## config.mk

```make
export PLATFORM = sky130hd
export DESIGN_NAME = seq_mult16_flat
export DESIGN_NICKNAME = d
export VERILOG_FILES = /design/src/rtl/seq_mult16_pkg.sv /design/src/rtl/seq_mult16_if.sv /design/src/rtl/seq_mult16_dp.sv /design/src/rtl/seq_mult16.sv /design/src/flat_wrapper.sv
export SDC_FILE = /design/constraint.sdc
export NUM_CORES = 1
export LEC_CHECK = 0
export CORE_UTILIZATION = 50
export DETAILED_ROUTE_END_ITERATION = 10
export GPL_TIMING_DRIVEN = 1
export PLACE_DENSITY = 0.73
export SLEW_MARGIN = 20
export SYNTH_ARGS = -nofsm -noshare
export SYNTH_HDL_FRONTEND = slang
export SYNTH_SLANG_ARGS = --single-unit
```

## constraint.sdc

```tcl
create_clock -name clk -period 3.1 [get_ports clk]
set_input_delay 0.62 -clock clk [delete_from_list [all_inputs] [get_ports clk]]
set_output_delay 0.62 -clock clk [all_outputs]
set_load 0.05 [all_outputs]
```

## src/rtl/seq_mult16_pkg.sv

```systemverilog
// Shared definitions for the sequential shift-and-add multiplier.
package seq_mult16_pkg;

  // Default operand width. The product is twice this width.
  localparam int WIDTH_DEF = 16;

  // Iteration counter width for the default operand width.
  localparam int CNT_W = $clog2(WIDTH_DEF) + 1;

  // Controller states.
  typedef enum logic [1:0] {
    ST_IDLE = 2'd0,
    ST_RUN  = 2'd1,
    ST_DONE = 2'd2
  } state_e;

endpackage

```

## src/rtl/seq_mult16_if.sv

```systemverilog
// Request/result bundle for seq_mult16.
//
// Handshake: the master raises start together with stable operands.
// The slave accepts start only on an edge where it is idle, which means
// busy=0 and done=0. Starts seen while busy or done are dropped and are
// not queued. Operands are captured on the accepting edge only. done is
// a one-cycle pulse. prod is valid while done is high and holds its value
// until the next completion or reset. dbg_state mirrors the controller
// state so that checkers can observe it.
interface seq_mult16_if
  import seq_mult16_pkg::*;
#(
  parameter int WIDTH = WIDTH_DEF
);

  logic               start;
  logic [WIDTH-1:0]   mcand;
  logic [WIDTH-1:0]   mplier;
  logic               busy;
  logic               done;
  logic [2*WIDTH-1:0] prod;
  state_e             dbg_state;

  modport master (
    output start, mcand, mplier,
    input  busy, done, prod, dbg_state
  );

  modport slave (
    input  start, mcand, mplier,
    output busy, done, prod, dbg_state
  );

endinterface

```

## src/rtl/seq_mult16_dp.sv

```systemverilog
// Datapath for the shift-and-add multiplier. It holds the C/A/Q/B
// registers, the WIDTH+1-bit adder and the right shift.
module seq_mult16_dp
  import seq_mult16_pkg::*;
#(
  parameter int WIDTH = WIDTH_DEF
) (
  input  logic             clk,
  input  logic             re,
  input  logic             load_i,
  input  logic             step_i,
  input  logic [WIDTH-1:0] mcand_i,
  input  logic [WIDTH-1:0] mplier_i,
  output logic [WIDTH-1:0] a_next_o,
  output logic [WIDTH-1:0] q_next_o
);

  logic             c_q, c_d;
  logic [WIDTH-1:0] a_q, a_d;
  logic [WIDTH-1:0] q_q, q_d;
  logic [WIDTH-1:0] b_q, b_d;
  logic [WIDTH:0]   addend;
  logic [WIDTH:0]   sum;

  // Conditional add of B into {C,A}, steered by the low bit of Q.
  always_comb begin
    addend = q_q[0] ? {1'b0, b_q} : '0;
    sum    = {c_q, a_q} + addend;
  end

  // Select the next register values: load operands, or perform one
  // add-and-shift step. Shifting {0,sum,Q} right by one bit moves the
  // carry into the top of A and moves sum[0] into the top of Q. C
  // always shifts in as zero.
  always_comb begin
    c_d = c_q;
    a_d = a_q;
    q_d = q_q;
    b_d = b_q;
    if (load_i) begin
      c_d = 1'b0;
      a_d = '0;
      q_d = mplier_i;
      b_d = mcand_i;
    end else if (step_i) begin
      c_d = 1'b0;
      a_d = sum[WIDTH:1];
      q_d = {sum[0], q_q[WIDTH-1:1]};
    end
  end

  // The post-shift values let the controller capture the product on the
  // same edge that performs the final iteration.
  assign a_next_o = a_d;
  assign q_next_o = q_d;

  // Register update. Reset clears all working registers.
  always_ff @(posedge clk) begin
    if (re) begin
      c_q <= 1'b0;
      a_q <= '0;
      q_q <= '0;
      b_q <= '0;
    end else begin
      c_q <= c_d;
      a_q <= a_d;
      q_q <= q_d;
      b_q <= b_d;
    end
  end

endmodule

```

## src/rtl/seq_mult16.sv

```systemverilog
// Sequential unsigned multiplier. This module holds the controller, the
// iteration counter and the product register. The arithmetic is in
// seq_mult16_dp. A result appears WIDTH cycles after start is accepted.
module seq_mult16
  import seq_mult16_pkg::*;
#(
  parameter int WIDTH = WIDTH_DEF
) (
  input  logic        clk,
  input  logic        re,
  seq_mult16_if.slave bus
);

  localparam int CW = $clog2(WIDTH) + 1;
  localparam logic [CW-1:0] LAST_ITER = CW'(WIDTH - 1);

  state_e             state_q, state_d;
  logic [CW-1:0]      cnt_q, cnt_d;
  logic [2*WIDTH-1:0] prod_q, prod_d;
  logic               load;
  logic               step;
  logic [WIDTH-1:0]   a_next;
  logic [WIDTH-1:0]   q_next;

  seq_mult16_dp #(
    .WIDTH (WIDTH)
  ) u_dp (
    .clk      (clk),
    .re       (re),
    .load_i   (load),
    .step_i   (step),
    .mcand_i  (bus.mcand),
    .mplier_i (bus.mplier),
    .a_next_o (a_next),
    .q_next_o (q_next)
  );

  // Next-state logic, counter, product capture and datapath control.
  // Start is honoured only in IDLE. DONE always lasts exactly one cycle.
  always_comb begin
    state_d = state_q;
    cnt_d   = cnt_q;
    prod_d  = prod_q;
    load    = 1'b0;
    step    = 1'b0;
    unique case (state_q)
      ST_IDLE: begin
        if (bus.start) begin
          load    = 1'b1;
          cnt_d   = '0;
          state_d = ST_RUN;
        end
      end
      ST_RUN: begin
        step  = 1'b1;
        cnt_d = cnt_q + 1'b1;
        if (cnt_q == LAST_ITER) begin
          prod_d  = {a_next, q_next};
          state_d = ST_DONE;
        end
      end
      ST_DONE: begin
        state_d = ST_IDLE;
      end
      default: begin
        state_d = ST_IDLE;
      end
    endcase
  end

  // State, counter and product registers. Reset has priority over start.
  always_ff @(posedge clk) begin
    if (re) begin
      state_q <= ST_IDLE;
      cnt_q   <= '0;
      prod_q  <= '0;
    end else begin
      state_q <= state_d;
      cnt_q   <= cnt_d;
      prod_q  <= prod_d;
    end
  end

  assign bus.busy      = (state_q == ST_RUN);
  assign bus.done      = (state_q == ST_DONE);
  assign bus.prod      = prod_q;
  assign bus.dbg_state = state_q;

endmodule
```

## src/flat_wrapper.sv

```systemverilog
// flat-port wrapper written by rule: the top's interface ports become plain ports
module seq_mult16_flat import seq_mult16_pkg::*;
#(
  parameter int WIDTH = WIDTH_DEF
)
  (clk, re, bus_start, bus_mcand, bus_mplier, bus_busy, bus_done, bus_prod, bus_dbg_state);
  seq_mult16_if #(.WIDTH(WIDTH)) bus_i ();
  input  logic clk;
  input  logic re;
  input wire logic [$bits(bus_i.start)-1:0] bus_start;
  input wire logic [$bits(bus_i.mcand)-1:0] bus_mcand;
  input wire logic [$bits(bus_i.mplier)-1:0] bus_mplier;
  output wire logic [$bits(bus_i.busy)-1:0] bus_busy;
  output wire logic [$bits(bus_i.done)-1:0] bus_done;
  output wire logic [$bits(bus_i.prod)-1:0] bus_prod;
  output wire logic [$bits(bus_i.dbg_state)-1:0] bus_dbg_state;
  assign bus_i.start = bus_start;
  assign bus_i.mcand = bus_mcand;
  assign bus_i.mplier = bus_mplier;
  assign bus_busy = bus_i.busy;
  assign bus_done = bus_i.done;
  assign bus_prod = bus_i.prod;
  assign bus_dbg_state = bus_i.dbg_state;
  seq_mult16 #(.WIDTH(WIDTH)) u_core (.clk(clk), .re(re), .bus(bus_i));
endmodule
```

Word level (Yosys, flattened, before mapping)

Index checks and enable logic that the tools add are counted.

Register bits: 87
Memories kept: 0
Logic and storage cells: 31
Bits in read-only memories: 0
Output and inout port bits: 36
Bits in latches: 0
Bits of input ports: 35
RAM bits: 0

Divide/modulo/power cells: 0
Equal/unequal tests: 5
Mux-type cells: 13
Multiply operators: 0
Add/subtract/negate cells: 2
Shift operators: 0
Bitwise operators: 0
Order comparisons: 0
Reduce and logical (&&, ||, !) cells: 5

Operator list:

| cell                | number |
|---|---|
| $mux 16             | 5 |
| $add 16x17->17      | 1 |
| $pmux 5 s2          | 1 |
| $reduce_and 2->1    | 3 |
| $add 5x1->5 const B | 1 |
| $eq 5x4->1 const B  | 1 |
| $mux 5              | 1 |
| $mux 2              | 2 |
| $pmux 2 s2          | 1 |
| $mux 1              | 3 |
| $eq 2x1->1 const B  | 1 |
| $eq 2x2->1 const B  | 1 |
| $logic_not 2->1     | 1 |
| $ne 2x1->1 const B  | 1 |
| $ne 2x2->1 const B  | 1 |
| $reduce_bool 2->1   | 1 |

Depth between registers and ports, before layout

Gate-level depths: netlist of the first run.

Depth after elaboration: 4
Gate-level depth with buffers: 9
Gate-level depth less buffers: 8

Modules after synthesis

A second synthesis of the first run with hierarchy kept.

Cells, all modules: 542
Area, all modules: 4674.5 um^2

By module, submodules not included:

| module        | times used | seq. area each (um^2) | cells an instance | area an instance (um^2) |
|---|---|---|---|---|
| seq_mult16_dp | 1          | 960.9                 | 362               | 3004.1 |
| seq_mult16    | 1          | 780.7                 | 180               | 1670.4 |

Least setup slack after synthesis of the first run

Ideal clock, no wire load.

Kind: flip-flop to flip-flop
From: reg u_core.u_dp.q_q[0]
To: reg u_core.u_dp.a_q[13]
Clock period less this slack: 2.425 ns
Path slack: 0.675 ns
Library setup time: 0.079 ns
Data arrival time: 2.346 ns
Path buffers: 1
Cell stages (with the launch flop): 10
Data required time: 3.021 ns
Cells stage by stage: dfxtp_1 clkbuf_1 and2_1 ha_1 fa_1 a211oi_2 o21a_1 o22ai_2 a2111o_1 o211ai_1

Word-level cells in the longest chain between the ends: 4

Ends and longest elaborated chain:

| item                     | line                | source |
|---|---|---|
| start: declaration       | seq_mult16_dp.sv:20 | `logic [WIDTH-1:0] q_q, q_d;` |
| start signal: assignment | seq_mult16_dp.sv:67 | `q_q <= q_d;` |
| $mux 16                  | seq_mult16_dp.sv:27 | `addend = q_q[0] ? {1'b0, b_q} : '0;` |
| $add 16x17->17           | seq_mult16_dp.sv:28 | `sum = {c_q, a_q} + addend;` |
| $mux 16                  | seq_mult16_dp.sv:45 | `end else if (step_i) begin` |
| $mux 16                  | seq_mult16_dp.sv:40 | `if (load_i) begin` |
| end signal: assignment   | seq_mult16_dp.sv:61 | `a_q <= '0;` |
| end signal: assignment   | seq_mult16_dp.sv:66 | `a_q <= a_d;` |
| end: declaration         | seq_mult16_dp.sv:19 | `logic [WIDTH-1:0] a_q, a_d;` |

Every way passes these cells.
A chain may end at the register's enable or synchronous reset.

Final worst setup path of the first run

From: reg u_core.u_dp.q_q[0]
To: reg u_core.prod_q[25], in the netlist u_core.bus.prod[25]

Word-level cells in the longest chain between the ends: 4

Ends and longest elaborated chain:

| item                   | line                | source |
|---|---|---|
| $mux 16                | seq_mult16_dp.sv:27 |  |
| $add 16x17->17         | seq_mult16_dp.sv:28 |  |
| $mux 16                | seq_mult16_dp.sv:45 |  |
| $mux 16                | seq_mult16_dp.sv:40 |  |
| end signal: assignment | seq_mult16.sv:80    | `prod_q <= prod_d;` |
| end: declaration       | seq_mult16.sv:19    | `logic [2*WIDTH-1:0] prod_q, prod_d;` |

Every way passes these cells.

==> impl_results.md, run 1 <==
* Via Count at roughly 4100
* Synthesis-stage register bit count at 87
* Die Footprint at 0.009170 sq mm
* Avg Cell Area, Syn at 8.388 sq um
* Mapped Cells at between 500 and 600
* Worst path required time at 3360 ps
* First-pass GRT wire length at 17630 um
* Pins Over Slew Limit at 0
* Ports at 71
* Final Core Density at 63.96%
* Max_slew headroom at 45.65%
* Syn. warnings at 0
* N_diodes at 0
* Chip height at 95.76 um
* Status: finished, final reports clean
* Slowest-stage cell, CP: fa_1
* Largest delay share family, worst path: compound AO/OA/AOI/OAI gates
* Vias in the first global route at 3699
* Arr. time, crit path at 2830 ps
* Fin crit period at 2577 ps
* VDD IR max at 0.2429 mV
* Die width at 95.76 um
* Most frequent cells in the layout: 87 x dfxtp_1, 68 x clkdlybuf4s50_1, 64 x nand2_1
* CTS H-tree lvls at 3
* Crit-path max cell delay at 450 ps
* Register area share after synthesis at between 30 and 40%
* Hold Vio Cnt, Final at 0
* Hold Crit Class: reg -> reg
* Share of cells above drive strength 1 at 7.547%
* RR Startpoint: u_core.u_dp.q_q[0]$_SDFF_PP0_
* Number of synthesized flops with an enable pin at 0
* MaxCap Viol Count at 0
* DR WL/cell at 15.81 um
* Clock skew at 11.70 ps
* # setup viols final at 0
* Fmax achieved at a little under 400 MHz
* DRT antenna net count at 0
* DP Area at slightly above 0.005 sq mm
* Ys async rst share at 0%
* Post-synthesis cell type count at 59
* Crit path cell chain: and2_1, ha_1, fa_1, a211oi_2, o21ai_0, a311oi_2, and4b_1, nor3_1
* Nets at 633
* Effective utilization at floorplan at 52.44%
* Commonest non-fill, non-tap cell in the layout: dfxtp_1
* TNS Setup at 0 ps
* Post-CTS setup buffers at 0
* Congestion Overflow GR at 0
* Cts hold-fix bufs at 0
* Vias/cell at 5.903
* Routability cong. at 0.8842
* Worst slew pin tran at 812.3 ps
* Crit path max fanout at 9
* WS Path Type: reg -> reg
* Initial antenna violation count at 0
* Total power at 2.325 mW
* Fillcell total at approximately 740
* Crit. Startpoint: u_core.u_dp.q_q[0]$_SDFF_PP0_
* Gr usage total at 25.00%
* Top FF cell, synth: dfxtp_1
* P_leak at ~2.1 nW
* CTS clk-pin slew, worst paths at 100 ps
* Final wirelength at 10880 um
* PwrDens at 433.6 mW/mm^2
* Crit. End Element: flip-flop
* Final period utilization at 83.11%
* Placed wire-length estimate at 7447 um
* Maximum clock insertion buffer count at 2
* Post_cts resized at 0
* Final instance area at roughly 0.0054 sq mm
* Initial DRC count at 188
* Rows at 33
* Min-delay src: u_core.u_dp.b_q[0]$_SDFFE_PP0P_
* CTS Sinks at 87
* Root buffer cell: clkbuf_8
* Post-route DRC at 0
* CTS tree: yes
* Synth Cell Area at ~0.0044 sq mm
* Synthesized Nets at 578
* Total iterations of the first detailed-routing run at 4
* Pin count of the biggest net entering global routing at 43
* Num CTS Buffers at 9
* Worst path bufs/invs at 0
* Critical Path Start Type: flip-flop
* Layout area overhead at 21.98%
* Worst-skew pair later-pin latency at 370 ps
* I/O Buffers at 70
* RSZ-0062 raised after global routing: false
* Core Region at approximately 0.0084 sq mm
-- cells by family after synthesis --
group                      count (synthesis)  share of synthesized area (%)
muxes                                     19                          4.327
AOI/OAI and AO/OA                        150                          23.26
adders and majority gates                 19                          5.579
DFF                                       87                          39.62
buffers and inverters                     43                          4.412
xor gates and xnor gates                   7                          1.395
and+or+nand+nor                          199                          21.41
-- layer usage --
| metal | global-route usage (%) | part of all wire, % |
|---|---|---|
| met1 | 32.48 | 45 |
| met2 | 39.94 | 46 |
| met3 | 5.371 | 6.4 |
| met4 | 10.95 | 2.2 |
| met5 | 0 | 0 |
-- state kept, by name, summed over array words and instances, names as in the netlist --
signal	flops
u_core.u_dp.b_q	16
u_core.u_dp.q_q	16
u_core.bus.dbg_state	2
u_core.cnt_q	5
u_core.u_dp.a_q	16
u_core.bus.prod	32
-- cells in the mapped netlist (6+ instances only) --
| master | n | area share, % |
|---|---|---|
| nand4_1 | 6 | 0.85 |
| dfxtp_1 | 87 | 40 |
| buf_2 | 12 | 1.4 |
| inv_1 | 6 | 0.51 |
| a211oi_1 | 35 | 6.0 |
| nand3_1 | 20 | 2.3 |
| ha_1 | 18 | 5.1 |
| and2_1 | 19 | 2.7 |
| nand2_1 | 64 | 5.5 |
| a21oi_1 | 55 | 6.3 |
| clkbuf_1 | 18 | 1.5 |
| mux2i_1 | 19 | 4.3 |
| nor2_1 | 57 | 4.9 |
| o21ai_0 | 16 | 1.8 |
| and3_1 | 9 | 1.3 |
| nor3_1 | 7 | 0.80 |
-- area by class of cell --
type	count	area (sq um)	area share, %
Inverter	7	28.78	0.5368
Timing Repair Buffer	80	780.7	14.56
Tap cell	105	131.4	2.450
Clock inverter	6	92.59	1.727
Multi-Input combinational cell	394	2462	45.93
Clock buffer	9	123.9	2.310
Sequential cell	87	1742	32.49
-- through the flow --
step / instances / setup slack [ps] / hold WS (ps)
2_1_floorplan: 524 / 675.3 / 428.7
3_3_place_gp: 673 / 630.8 / 439.6
3_5_place_dp: 673 / 596.1 / 444.9
4_1_cts: 688 / 533.1 / 456.4
5_1_grt: 688 / 324.0 / 475.2
6_report: 688 / 523.5 / 453.7
-- worst paths after layout --
check | endpoint | slack, ps | depth (start not counted)
min reg2reg | u_core.u_dp.b_q[0]$_SDFFE_PP0P_ | 450 | 2
max reg2reg | u_core.bus.prod[25]$_SDFFE_PP0P_ | 520 | 8
max | u_core.bus.prod[25]$_SDFFE_PP0P_ | 520 | 8
min | u_core.u_dp.b_q[0]$_SDFFE_PP0P_ | 450 | 2
-- tightest hold or removal path, stage by stage, from the launching register on --
cell and delay (ps):
dfxtp_1 310, nand2_1 50, a21oi_1 50
-- power breakdown --
| part | internal (mW) | switching, mW | total [mW] |
|---|---|---|---|
| logic | 0.104 | 0.153 | 0.258 |
| clock network | 0.455 | 0.436 | 0.891 |
| registers | 1.15 | 0.0223 | 1.18 |
Note: power is estimated with default switching activity, not from simulation.
==> run 2: changes to the inputs <==
clock period = 2.45 ns   (was 3.1 ns; I/O delays follow)
==> run 2 against run 1 <==
Core utilization up 1.3 points. Global-route usage grew 0.15 points. Sequential share of layout area fell by 0.65 points. Non-clock buffer count increased by 10. Maximum frequency grew 9.5%. Largest cell class unchanged. Highest routed layer unchanged.
==> impl_results.md, run 2 (synthesis gave the netlist of run 1 again) <==
* Die width at 95.76 um (unchanged)
* Max_slew headroom at 52.58% (was 45.65%)
* Layout area overhead at 24.45% (was 21.98%)
* Status: finished, final reports clean (unchanged)
* Gr usage total at 25.15% (was 25.00%)
* Rows at 33 (unchanged)
* Hold Crit Class: reg -> reg (unchanged)
* Die Footprint at 0.009170 sq mm (unchanged)
* Worst path required time at 2740 ps (was 3360 ps)
* I/O Buffers at 70 (unchanged)
* Vias/cell at 5.755 (was 5.903)
* Nets at 643 (was 633)
* MaxCap Viol Count at 0 (unchanged)
* Crit. End Element: flip-flop (unchanged)
* Cts hold-fix bufs at 0 (unchanged)
* Crit path cell chain: and2_1, ha_1, fa_1, a211oi_4, o21a_1, o22ai_2, a2111o_1, o211ai_1 (was and2_1, ha_1, fa_1, a211oi_2, o21ai_0, a311oi_2, and4b_1, nor3_1)
* Critical Path Start Type: flip-flop (unchanged)
* Worst slew pin tran at 708.7 ps (was 812.3 ps)
* Slowest-stage cell, CP: fa_1 (unchanged)
* Maximum clock insertion buffer count at 2 (unchanged)
* Via Count at 4023 (was 4061)
* WS Path Type: reg -> reg (unchanged)
* Placed wire-length estimate at 7630 um (was 7447 um)
* Worst hold slack at 451.9 ps (was 453.7 ps)
* Clock skew at 9.582 ps (was 11.70 ps)
* Hold Vio Cnt, Final at 0 (unchanged)
* R2r worst-path depth at 8 (unchanged)
* Crit-path max cell delay at 430 ps (was 450 ps)
* Final period utilization at 96.05% (was 83.11%)
* Final wirelength at 10790 um (was 10880 um)
* P_leak at 2.148 nW (was 2.093 nW)
* Fin crit period at 2353 ps (was 2577 ps)
* Storage element area at 0.001742 sq mm (unchanged)
* Final instance area at 0.005470 sq mm (was 0.005361 sq mm)
* Effective utilization at floorplan at 52.44% (unchanged)
* Share of cells above drive strength 1 at 9.428% (was 7.547%)
* Initial antenna violation count at 0 (unchanged)
* PwrDens at 540.2 mW/mm^2 (was 433.6 mW/mm^2)
* Worst-skew pair later-pin latency at 360 ps (was 370 ps)
* CTS clk-pin slew, worst paths at 90 ps (was 100 ps)
* DRT antenna net count at 0 (unchanged)
* Fillcell total at 755 (was 743)
* Most frequent cells in the layout: 87 x dfxtp_1, 68 x clkdlybuf4s50_1, 64 x nand2_1 (unchanged)
* Core Region at 0.008382 sq mm (unchanged)
* Area of the multi-input gates at 0.002480 sq mm (was 0.002462 sq mm)
* Total iterations of the first detailed-routing run at 5 (was 4)
* CTS H-tree lvls at 3 (unchanged)
* Root buffer cell: clkbuf_8 (unchanged)
* Post-route DRC at 0 (unchanged)
* Ports at 71 (unchanged)
* Chip height at 95.76 um (unchanged)
* Crit path max fanout at 6 (was 9)
* Total power at 2.955 mW (was 2.325 mW)
* Arr. time, crit path at 2640 ps (was 2830 ps)
* Pin count of the biggest net entering global routing at 64 (was 43)
* CTS Sinks at 87 (unchanged)
* Commonest non-fill, non-tap cell in the layout: dfxtp_1 (unchanged)
* Num CTS Buffers at 9 (unchanged)
* DP Area at 0.005225 sq mm (was 0.005145 sq mm)
* Vias in the first global route at 3819 (was 3699)
* VDD IR max at 0.3507 mV (was 0.2429 mV)
* Congestion Overflow GR at 0 (unchanged)
* N_diodes at 0 (unchanged)
* Pins Over Slew Limit at 0 (unchanged)
* TNS Setup at 0 ps (unchanged)
* Fmax achieved at 425.0 MHz (was 388.1 MHz)
* Routability cong. at 0.8838 (was 0.8842)
* # setup viols final at 0 (unchanged)
* DR WL/cell at 15.43 um (was 15.81 um)
* First-pass GRT wire length at 17880 um (was 17630 um)
* Max reg flops at 32 (unchanged)
* Initial DRC count at 203 (was 188)
* Final Core Density at 65.26% (was 63.96%)
* CTS tree: yes (unchanged)
* Worst Hold Depth at 2 (unchanged)
-- run 2: changes by cell type in the layout (fill, tap and decap cells not counted), sizes merged --
cell and change:
clkbuf +1, buf +10
-- run 2: stage by stage --
stage	std cells	worst slack (ps)
6_report	699	96.81
3_5_place_dp	682	78.17
2_1_floorplan	524	25.31
3_3_place_gp	682	111.8
4_1_cts	698	31.43
5_1_grt	699	-20.37
-- run 2: power by group --
| part | internal, mW | switching, mW |
|---|---|---|
| clock network | 0.582 | 0.544 |
| registers | 1.46 | 0.0276 |
| logic | 0.144 | 0.197 |
| total | 2.19 | 0.768 |
-- run 2: cell type report --
cell class | instances | area share, %
flip-flops and latches | 87 | 31.84
inverters | 7 | 0.5261
clock inverters | 6 | 1.693
well taps | 105 | 2.402
repair buffers | 90 | 15.87
multi-input cells | 394 | 45.33
clock buffers | 10 | 2.333
-- run 2: critical path: cells and delay by family, from the launching register on --
family                   cells  cell delay, ps
AND/OR/NAND/NOR              1             160
AO/OA/AOI/OAI                5            1140
adder cells (fa/ha/maj)      2             640
flip-flops                   1             340
-- run 2: worst paths after layout --
| path | start | end | slack, ps |
|---|---|---|---|
| worst min register to register | u_core.bus.prod[16]$_SDFFE_PP0P_ | u_core.bus.prod[16]$_SDFFE_PP0P_ | 450 |
| worst max-delay path | u_core.u_dp.q_q[0]$_SDFF_PP0_ | u_core.u_dp.a_q[13]$_SDFF_PP0_ | 100 |
| worst min-delay path | u_core.bus.prod[16]$_SDFFE_PP0P_ | u_core.bus.prod[16]$_SDFFE_PP0P_ | 450 |
| worst max register to register | u_core.u_dp.q_q[0]$_SDFF_PP0_ | u_core.u_dp.a_q[13]$_SDFF_PP0_ | 100 |
-- run 2: what timing repair did --
item / in CTS / in global routing
resized for setup: 0 / 5
endpoints found under the setup margin: 0 / 6
setup buffers: 0 / 1
-- run 2: metal layers --
layer | global-route usage (%) | up-vias | routed length, um
met3 | 5.450 | 11 | 613
li1 | - | 2025 | -
met5 | 0 | - | 0
met2 | 41.37 | 116 | 5003
met1 | 33.25 | 1871 | 5068
met4 | 6.965 | 0 | 99
==> run 3: changes to the inputs <==
RECOVER_POWER = 50   (was not set)
==> run 3 against run 2 <==
Critical path depth did not move. Global-route usage did not move. Clock power barely moved. Via count barely moved. Wire length fell by 0.19%. Setup slack got worse by 2.0 ps. Final cell count did not move. Clock skew fell by 1.3 ps. Critical path type unchanged. Largest power group unchanged.
==> impl_results.md, run 3 (synthesis gave the netlist of run 1 again) <==
* Status: finished, final reports clean (unchanged)
* Commonest non-fill, non-tap cell in the layout: dfxtp_1 (unchanged)
* CTS Sinks at 87 (unchanged)
* Clock power frac at 38.1% (about the same)
* Via Count at 4026 (was 4023)
* Hold Vio Cnt, Final at 0 (unchanged)
* Gr usage total at 25.15% (unchanged)
* Worst Setup EP: u_core.u_dp.a_q[13]$_SDFF_PP0_ (unchanged)
* Pins Over Slew Limit at 0 (unchanged)
* DP Area at 0.005225 sq mm (unchanged)
* Worst path required time at 2740 ps (about the same)
* Post-route DRC at 0 (unchanged)
* Routability cong. at 0.8838 (unchanged)
* CTS clk-pin slew, worst paths at 90 ps (about the same)
* Cts hold-fix bufs at 0 (unchanged)
* Logic pwr share at 11.5% (about the same)
* I/O Buffers at 70 (unchanged)
* Final instance area at 0.005451 sq mm (was 0.005470 sq mm)
* TNS Setup at 0 ps (unchanged)
* Congestion Overflow GR at 0 (unchanged)
* Die width at 95.76 um (unchanged)
* WS Path Type: reg -> reg (unchanged)
* Final period utilization at 96.13% (was 96.05%)
* Crit path max fanout at 6 (unchanged)
* Effective utilization at floorplan at 52.44% (unchanged)
* CTS tree: yes (unchanged)
* Rows at 33 (unchanged)
* P_leak at 2.150 nW (was 2.148 nW)
* Root buffer cell: clkbuf_8 (unchanged)
* # setup viols final at 0 (unchanged)
* Hold Crit Class: reg -> reg (unchanged)
* Most frequent cells in the layout: 87 x dfxtp_1, 64 x nand2_1, 62 x clkdlybuf4s50_1 (was 87 x dfxtp_1, 68 x clkdlybuf4s50_1, 64 x nand2_1)
* Layout area overhead at 24.03% (was 24.45%)
* Share of cells above drive strength 1 at 8.754% (was 9.428%)
* Arr. time, crit path at 2640 ps (about the same)
* Die Footprint at 0.009170 sq mm (unchanged)
* Largest delay share family, worst path: compound AO/OA/AOI/OAI gates (unchanged)
* Fmax achieved at 424.6 MHz (was 425.0 MHz)
* Num CTS Buffers at 9 (unchanged)
* Fillcell total at 761 (was 755)
* Initial antenna violation count at 0 (unchanged)
* Max reg flops at 32 (unchanged)
* Max_slew headroom at 48.64% (was 52.58%)
* R2r worst-path depth at 8 (unchanged)
* First-pass GRT wire length at 17880 um (unchanged)
* Vias/cell at 5.760 (was 5.755)
* Vias in the first global route at 3819 (unchanged)
* Pin count of the biggest net entering global routing at 64 (unchanged)
* PwrDens at 541.2 mW/mm^2 (was 540.2 mW/mm^2)
* Core Region at 0.008382 sq mm (unchanged)
* Maximum clock insertion buffer count at 2 (unchanged)
* Crit. Startpoint: u_core.u_dp.q_q[0]$_SDFF_PP0_ (unchanged)
* DRT antenna net count at 0 (unchanged)
* R2r endpoint: u_core.u_dp.a_q[13]$_SDFF_PP0_ (unchanged)
* Final wirelength at 10770 um (was 10790 um)
* Fin crit period at 2355 ps (was 2353 ps)
* Slowest-stage cell, CP: fa_1 (unchanged)
* Sw Pwr at 0.7661 mW (was 0.7680 mW)
* Chip height at 95.76 um (unchanged)
* Sw frac at 25.97% (was 25.99%)
* Clock skew at 8.293 ps (was 9.582 ps)
* WP depth at 8 (unchanged)
* Crit. End Element: flip-flop (unchanged)
* Internal at 2.184 mW (was 2.187 mW)
* Crit-path max cell delay at 430 ps (about the same)
* Worst path bufs/invs at 0 (unchanged)
* Seq pwr share at 50.4% (was 50.3%)
* Nets at 643 (unchanged)
* RR Startpoint: u_core.u_dp.q_q[0]$_SDFF_PP0_ (unchanged)
* Crit path cell chain: and2_1, ha_1, fa_1, a211oi_4, o21a_1, o22ai_2, a2111o_1, o211ai_1 (unchanged)
* Flop2flop setup slack at 90 ps (was 100 ps)
* Placed wire-length estimate at 7630 um (unchanged)
* Initial DRC count at 196 (was 203)
* Total iterations of the first detailed-routing run at 5 (unchanged)
* Critical Path Start Type: flip-flop (unchanged)
* N_diodes at 0 (unchanged)
* MaxCap Viol Count at 0 (unchanged)
* Ports at 71 (unchanged)
* VDD IR max at 0.3502 mV (was 0.3507 mV)
* CTS H-tree lvls at 3 (unchanged)
* Worst-skew pair later-pin latency at 360 ps (about the same)
* DR WL/cell at 15.40 um (was 15.43 um)
* Worst slew pin tran at 770.5 ps (was 708.7 ps)
run 3: cell type report:
type / instances / area, sq um / area share, %
flip-flops and latches: 87 / 1742 / 31.95
inverters: 7 / 28.78 / 0.5279
repair buffers: 90 / 854.6 / 15.68
clock buffers: 10 / 127.6 / 2.341
multi-input cells: 394 / 2475 / 45.40
well taps: 105 / 131.4 / 2.410
clock inverters: 6 / 92.59 / 1.698
run 3: per-stage QoR:
step | hold slack (ps) | utilization (%) | power [mW] | worst slack (ps) | instances
4_1_cts | 455.5 | 64.96 | 2.978 | 31.43 | 698
6_report | 451.9 | 65.04 | 2.950 | 94.86 | 699
3_5_place_dp | 442.9 | 62.34 | 1.861 | 78.17 | 682
3_3_place_gp | 439.8 | 62.34 | 1.855 | 111.8 | 682
2_1_floorplan | 428.7 | - | 1.728 | 25.31 | 524
5_1_grt | 479.8 | 65.04 | 3.072 | -23.35 | 699
run 3: how the worst min path moves through the flow:
stage                                startpoint                                to  slack, ps  depth (start not counted)
3_5_place_dp    u_core.u_dp.b_q[0]$_SDFFE_PP0P_   u_core.u_dp.b_q[0]$_SDFFE_PP0P_        440                          2
4_1_cts        u_core.bus.prod[16]$_SDFFE_PP0P_  u_core.bus.prod[16]$_SDFFE_PP0P_        460                          2
3_3_place_gp    u_core.u_dp.b_q[9]$_SDFFE_PP0P_   u_core.u_dp.b_q[9]$_SDFFE_PP0P_        440                          2
2_1_floorplan      u_core.cnt_q[3]$_SDFFE_PP0P_      u_core.cnt_q[3]$_SDFFE_PP0P_        430                          1
5_1_grt         u_core.u_dp.b_q[8]$_SDFFE_PP0P_   u_core.u_dp.b_q[8]$_SDFFE_PP0P_        480                          2
6_report       u_core.bus.prod[16]$_SDFFE_PP0P_  u_core.bus.prod[16]$_SDFFE_PP0P_        450                          2
run 3: per-layer routing:
| layer | GRT usage [%] | vias to the layer above | share of wire, % | wire length, um |
|---|---|---|---|---|
| met5 | 0 | - | 0 | 0 |
| met3 | 5.450 | 9 | 5.2 | 559 |
| li1 | - | 2026 | - | - |
| met4 | 6.965 | 0 | 0.90 | 97 |
| met2 | 41.37 | 103 | 46 | 5003 |
| met1 | 33.25 | 1888 | 47 | 5104 |
run 3: power by group through the flow:
| stage | combinational [mW] | sequential [mW] | clock [mW] |
|---|---|---|---|
| final | 0.338 | 1.49 | 1.12 |
| after global routing | 0.374 | 1.49 | 1.20 |
| after CTS | 0.342 | 1.49 | 1.15 |
| after detailed placement | 0.340 | 1.52 | 0 |
| after global placement | 0.336 | 1.52 | 0 |
| after floorplan | 0.210 | 1.52 | 0 |
run 3: worst reg2reg max path: cells and delay by family, from the launching register on:
family	cells	cell delay, ps
compound gates	5	1140
simple gates	1	160
fa+ha+maj	2	640
flops	1	340
run 3: repair_timing:
item,CTS,global route
setup buffers,0,1
setup endpoints to repair,0,6
gates resized for setup,0,5
